`src/rtl/inst_fetch_ctrl.sv`:
```
`default_nettype none
// ============================================================================
// Module      : inst_fetch_ctrl
// Description : MIPS32 instruction-fetch controller. Owns the PC and the IF/ID
//               register, arbitrates redirect/exception/stall/flush, and
//               detects illegal fetches. Optional jump-to-self halt detection
//               is enabled by defining INST_FETCH_HALT_DETECT_EN.
// Revision    : 1.0 - initial release
// ============================================================================
module inst_fetch_ctrl #(
    parameter logic [31:0] RESET_PC   = 32'h0040_0000,
    parameter int          ROM_WORDS  = 256,
    parameter logic [31:0] EXC_VECTOR = 32'h0040_0180
) (
    input  logic        clk,
    input  logic        reset,
    input  logic        stall,
    input  logic        flush,
    input  logic        redirect_valid,
    input  logic [31:0] redirect_pc,
    input  logic        exc_req,
    output logic [31:0] Inst_Addr,
    input  logic [31:0] Inst_In,
    output logic [31:0] IFID_Inst,
    output logic [31:0] IFID_PC,
    output logic [31:0] IFID_PC_Plus4,
    output logic        IFID_Valid,
    output logic        fetch_fault,
    output logic        halted
);

    localparam logic [1:0]  c_st_run   = 2'd0;
    localparam logic [1:0]  c_st_halt  = 2'd1;
    localparam logic [1:0]  c_st_fault = 2'd2;
    localparam logic [31:0] c_last_pc  = RESET_PC + 32'(4 * ROM_WORDS) - 32'd4;

    logic [1:0]  r_state;
    logic [1:0]  w_state_next;
    logic [31:0] r_pc;
    logic [31:0] w_pc_next;
    logic [31:0] w_pc_plus4;
    logic        w_pc_bad;
    logic        w_halt_hit;
    logic        w_ifid_load;
    logic        w_ifid_hold;

    logic [31:0] r_ifid_inst;
    logic [31:0] r_ifid_pc;
    logic [31:0] r_ifid_pc4;
    logic        r_ifid_valid;

    assign w_pc_plus4 = r_pc + 32'd4;
    assign w_pc_bad   = (r_pc[1:0] != 2'b00) || (r_pc < RESET_PC) || (r_pc > c_last_pc);

`ifdef INST_FETCH_HALT_DETECT_EN
    // A j whose target equals its own PC, seen in IF/ID, is the program's terminal loop.
    assign w_halt_hit = r_ifid_valid
                     && (r_ifid_inst[31:26] == 6'h02)
                     && ({r_ifid_pc4[31:28], r_ifid_inst[25:0], 2'b00} == r_ifid_pc)
                     && !stall && !flush && !exc_req;
`else
    assign w_halt_hit = 1'b0;
`endif

    // State register
    always_ff @(posedge clk) begin
        if (reset) begin
            r_state <= c_st_run;
        end else begin
            r_state <= w_state_next;
        end
    end

    // Next-state logic
    always_comb begin
        w_state_next = r_state;
        case (r_state)
            c_st_run: begin
                if (exc_req) begin
                    w_state_next = c_st_run;
                end else if (w_pc_bad) begin
                    w_state_next = c_st_fault;
                end else if (w_halt_hit) begin
                    w_state_next = c_st_halt;
                end
            end
            c_st_halt: begin
                if (exc_req) begin
                    w_state_next = c_st_run;
                end
            end
            c_st_fault: begin
                w_state_next = c_st_fault;
            end
            default: begin
                w_state_next = c_st_run;
            end
        endcase
    end

    // Output logic
    always_comb begin
        fetch_fault = (r_state == c_st_fault);
`ifdef INST_FETCH_HALT_DETECT_EN
        halted      = (r_state == c_st_halt);
`else
        halted      = 1'b0;
`endif
    end

    // Next-PC arbitration; FAULT ignores everything, HALT only answers exc_req.
    always_comb begin
        w_pc_next = r_pc;
        if (r_state == c_st_run) begin
            if (exc_req) begin
                w_pc_next = EXC_VECTOR;
            end else if (redirect_valid) begin
                w_pc_next = redirect_pc;
            end else if (!stall && !w_pc_bad) begin
                w_pc_next = w_pc_plus4;
            end
        end else if (r_state == c_st_halt) begin
            if (exc_req) begin
                w_pc_next = EXC_VECTOR;
            end
        end
    end

    // IF/ID control: outside RUN the register only ever takes bubbles.
    always_comb begin
        w_ifid_load = 1'b0;
        w_ifid_hold = 1'b0;
        if (r_state == c_st_run) begin
            if (flush || exc_req) begin
                w_ifid_load = 1'b0;
            end else if (stall) begin
                w_ifid_hold = 1'b1;
            end else if (!w_pc_bad) begin
                w_ifid_load = 1'b1;
            end
        end
    end

    always_ff @(posedge clk) begin
        if (reset) begin
            r_pc <= RESET_PC;
        end else begin
            r_pc <= w_pc_next;
        end
    end

    always_ff @(posedge clk) begin
        if (reset) begin
            r_ifid_inst  <= 32'd0;
            r_ifid_pc    <= 32'd0;
            r_ifid_pc4   <= 32'd0;
            r_ifid_valid <= 1'b0;
        end else if (w_ifid_hold) begin
            r_ifid_inst  <= r_ifid_inst;
            r_ifid_pc    <= r_ifid_pc;
            r_ifid_pc4   <= r_ifid_pc4;
            r_ifid_valid <= r_ifid_valid;
        end else if (w_ifid_load) begin
            r_ifid_inst  <= Inst_In;
            r_ifid_pc    <= r_pc;
            r_ifid_pc4   <= w_pc_plus4;
            r_ifid_valid <= 1'b1;
        end else begin
            r_ifid_inst  <= 32'd0;
            r_ifid_pc    <= 32'd0;
            r_ifid_pc4   <= 32'd0;
            r_ifid_valid <= 1'b0;
        end
    end

    assign Inst_Addr     = r_pc;
    assign IFID_Inst     = r_ifid_inst;
    assign IFID_PC       = r_ifid_pc;
    assign IFID_PC_Plus4 = r_ifid_pc4;
    assign IFID_Valid    = r_ifid_valid;

endmodule
`default_nettype wire
```
`config.mk`:
```
export PLATFORM = sky130hd
export DESIGN_NAME = inst_fetch_ctrl
export DESIGN_NICKNAME = d
export VERILOG_FILES = /design/src/rtl/inst_fetch_ctrl.sv
export SDC_FILE = /design/constraint.sdc
export NUM_CORES = 1
export LEC_CHECK = 0
export CAP_MARGIN = 20
export CORE_UTILIZATION = 47
export DETAILED_ROUTE_END_ITERATION = 8
export GPL_TIMING_DRIVEN = 0
export HOLD_SLACK_MARGIN = 0.05
export PLACE_DENSITY = 0.85
export SLEW_MARGIN = 20
export SYNTH_ARGS = -nofsm -noshare
export SYNTH_HDL_FRONTEND = slang
export SYNTH_SLANG_ARGS = --single-unit
```
`constraint.sdc`:
```
create_clock -name clk -period 7.4 [get_ports clk]
set_input_delay 1.48 -clock clk [delete_from_list [all_inputs] [get_ports clk]]
set_output_delay 1.48 -clock clk [all_outputs]
set_load 0.03 [all_outputs]
```
Word level (Yosys, flattened, before mapping) --
Index checks and enable logic that the tools add are counted.
Storage, ports and cells: bits of input ports 70, register bits 131, output and inout bits 131, word-level logic and storage cells 47
Cells by class: equal/unequal tests 4, magnitude comparators 2, reductions and logical operators 13, add/subtract/negate cells 1, multiplexer cells 21
Operator list (number):
- 32-bit 2-to-1 mux | 9
- 32-bit by 3-bit adder with 32-bit output, second input constant | 1
- 32-bit by 23-bit greater-than comparator with 1-bit output, second input constant | 1
- 32-bit by 23-bit less-than comparator with 1-bit output, second input constant | 1
- 1-bit 2-to-1 mux | 8
- 2-bit 2-to-1 mux | 3
- 2-bit one-hot mux with 3 select lines | 1
- 2-bit nonzero test | 3
- 1-bit logical OR | 3
- 3-bit != test, second input constant | 1
- 3-bit AND reduction | 1
- 3-bit nonzero test | 1
- 2-bit by 1-bit equality test with 1-bit output, second input constant | 1
- 2-bit equality test, second input constant | 1
- 1-bit zero test | 2
- 2-bit zero test | 1
- 2-bit != test, second input constant | 1
- 2-bit AND reduction | 1
- 1-bit logical AND | 1

Depth between registers and ports, before layout --
word-level depth 9, depth in mapped cells 8, gate-level depth less buffers 7

Least setup slack after synthesis --
No wires, ideal clock.
path kind input to register, start input port exc_req, end register r_ifid_pc[2], in the netlist IFID_PC[2], data required time 7.336 ns, arrival time 2.908 ns, path buffers 3, slack 4.428 ns, stages 7, cells stage by stage or2_2 clkbuf_1 nor3b_1 buf_6 buf_4 a22oi_2 nor2_2
Between the ends: cells in the longest elaborated chain, start to end 4
RTL lines:
- start, declared | line 21 | input logic exc_req,
- 1-bit logical OR * | line 134 | if (flush || exc_req) begin
- 1-bit 2-to-1 mux | line 134
- 1-bit 2-to-1 mux | line 133 | if (r_state == c_st_run) begin
- 32-bit 2-to-1 mux | line 163 | end else if (w_ifid_load) begin
- end signal, assigned | line 160 | r_ifid_pc <= r_ifid_pc;
- end signal, assigned | line 165 | r_ifid_pc <= r_pc;
- end, declared | line 48 | logic [31:0] r_ifid_pc;
Every way passes the cells marked *; elsewhere a longest branch is shown, timed or not. A chain may end at the register's enable or synchronous reset.

Worst setup path in the final report --
start input port exc_req, end register r_ifid_pc[18], in the netlist IFID_PC[18]
The elaborated chain is that of the path after synthesis.

==> flow_summary.json <==
{
  "synth-adder-area-share_pct": 0.2420,
  "core_sq_um": 10510,
  "hp-class": "reg -> reg",
  "endpoint_kind": "flop",
  "die_height_um": 106.9,
  "power-per-cell-area_nw_per_um2": 222.0,
  "overflow": 0,
  "place.port_buffers": 199,
  "wirelength_um": 14890,
  "ant_nets": 0,
  "cts_setup_buffers": 0,
  "num_vias": 4659,
  "tightest_slew_ns": 0.6676,
  "synth.area.mux_share_pct": 0.7744,
  "synth_cells": 489,
  "antenna_found_initial": 0,
  "synth-async-reset-ratio_pct": 0,
  "reg2reg_depth": 7,
  "holdPathStages": 1,
  "layout.cells.non_filler": 856,
  "setup_tns_ns": 0,
  "path_class": "in -> reg",
  "drc_errors": 0,
  "min_period_over_period_pct": 45.23,
  "cts_hold_buf": 0,
  "synth_edf_count": 0,
  "syn_to_final_growth_pct": 52.90,
  "grt_max_degree": 17,
  "synth_top_cells_by_area": "dfxtp_1 50%, a22oi_2 11%, nor2_2 5.7%",
  "syn_nets": 560,
  "required_ns": 7.85,
  "fmax_ghz": 0.2988,
  "yosysSeqAreaShare_pct": 49.56,
  "dp_cells": 824,
  "yosys.area_share.simple_pct": 21.54,
  "drive_above_1_share_pct": 21.67,
  "initial_utilization_pct": 49.20,
  "cts.path.max_buffers": 2,
  "htree_levels": 4,
  "final_common_cell": "clkdlybuf4s50_1",
  "period_minus_slack_ns": 3.347,
  "grt_pass1_vias": 4667,
  "diodes": 0,
  "relSlewSlack_pct": 55.49,
  "setup_viol": 0,
  "clk_pin_slew_ns": 0.06,
  "pre_cts_slack_ns": 3.535,
  "synth_compound_area_share_pct": 20.21,
  "synth_area_sq_um": 5170,
  "outcome": "finished clean",
  "synth_top_area_cell": "dfxtp_1",
  "cts_sinks": 128,
  "fin_ws_ns": 4.053,
  "final_util_pct": 75.22,
  "nets": 778,
  "dp_hpwl_um": 10970,
  "synth_flop_cell": "dfxtp_1",
  "skew_ns": 0.006059,
  "rsz0062_at_grt": "false",
  "vdd_drop_max_uv": 156.9,
  "die_area_sq_um": 11420,
  "hold_slack_ns": 0.4811,
  "path_max_fanout": 10,
  "arrival_ns": 3.80,
  "reg2reg_slack_ns": 4.58,
  "wire_per_inst_um": 17.39,
  "cts.repair.resized": 0,
  "grt_usage_pct": 26.46,
  "syn_avg_cell_area_sq_um": 10.57,
  "p_leak_nw": 2.897,
  "maxCapViolCount": 0,
  "vias_per_cell": 5.443,
  "synth_top_area_share_pct": 49.56,
  "hold_viol": 0,
  "synth_cell_types": 53,
  "final_max_slew_viol_count": 0,
  "grt_pass1_wl_um": 23650,
  "cts_buffers": 17,
  "critPathLaunchType": "primary input",
  "root_buffer": "clkbuf_8",
  "first_pass_iters": 5,
  "boundaryPins": 201,
  "dieWidth_um": 106.9,
  "gp_congestion": 0.8578,
  "yosysWarnings": 0,
  "clock_latency_ns": 0.51,
  "num_rows": 37,
  "cts_tree": "done",
  "layout_common_cells": "199 x clkdlybuf4s50_1, 128 x dfxtp_1, 47 x a22oi_2, 47 x nor2_2, 45 x and3_1",
  "synth_top_family_by_area": "simple AND/OR/NAND/NOR gates",
  "synth_seq_cells": 128,
  "drtIter0Drc": 351,
  "synth_xor_area_share_pct": 2.202
}
cell families (layout without fill, tap and decap cells):
kind of cell,count (synthesis),after routing
buffers and inverters,48,279
adder cells (fa/ha/maj),1,1
multiplexers,4,4
AND/OR/NAND/NOR,187,187
AO/OA/AOI/OAI,107,107
flip-flops,128,128
other,1,1
XOR/XNOR,13,13
registers in the layout, summed over array words and instances (netlist names):
register	flops
r_state	1
IFID_Inst	32
Inst_Addr	32
IFID_PC	32
IFID_PC_Plus4	30
IFID_Valid	1
report_power, final:
group / internal [mW] / total [mW] / leakage (nW) / switching, mW
clock network: 0.466 / 0.799 / 0.274 / 0.333
logic: 0.100 / 0.232 / 1.59 / 0.131
registers: 0.703 / 0.724 / 1.03 / 0.0212
final timing paths:
path / start / endpoint
max: exc_req / IFID_PC[18]
min: IFID_PC_Plus4[31] / IFID_PC_Plus4[31]
max reg2reg: Inst_Addr[26] / IFID_Inst[30]
min reg2reg: IFID_PC_Plus4[31] / IFID_PC_Plus4[31]
area by class of cell:
| class | instances | area, sq um |
|---|---|---|
| flip-flops and latches | 128 | 2562 |
| plain buffers | 43 | 260.3 |
| clock inverters | 14 | 145.1 |
| repair buffers | 199 | 1992 |
| inverters | 5 | 18.77 |
| clock buffers | 18 | 427.9 |
| multi-input cells | 313 | 2328 |
| well taps | 136 | 170.2 |
| fillers | 731 | 2604 |
critical path, stage by stage:
cell and delay [ns]:
clkdlybuf4s50_1 0.47, or2_2 0.29, clkbuf_1 0.23, nor3b_1 0.57, buf_6 0.24, clkbuf_1 0.30
and3_1 0.21
synth_stat cells (4+ instances only):
cell,count
nand4_1,18
o211ai_1,7
buf_2,4
nand3_1,7
xor2_1,5
nor4_1,8
a22o_1,12
nor2_1,28
xnor2_1,8
inv_1,5
a22oi_2,47
nor3_1,6
a21oi_1,5
nor2_2,47
buf_6,6
o31ai_1,6
nand2_1,10
o21ai_0,12
mux2i_1,4
dfxtp_1,128
buf_4,6
and3_1,45
clkbuf_1,22
nand2b_1,6
stage by stage:
stage | total power, mW | cell area [sq um]
after floorplan | 0.8640 | 5170
after global placement | 0.9618 | 7332
after detailed placement | 0.9671 | 7332
after CTS | 1.763 | 7905
after global routing | 1.818 | 7905
final | 1.755 | 7905
metal layers:
layer / up-vias / share of wire, % / GRT usage, %
met5: - / 0 / 0
met2: 225 / 47 / 43.23
met4: 0 / 2.2 / 10.86
met1: 2181 / 43 / 32.87
li1: 2220 / - / -
met3: 33 / 7.9 / 7.234
No activity file was read; power rests on OpenSTA's default activity.
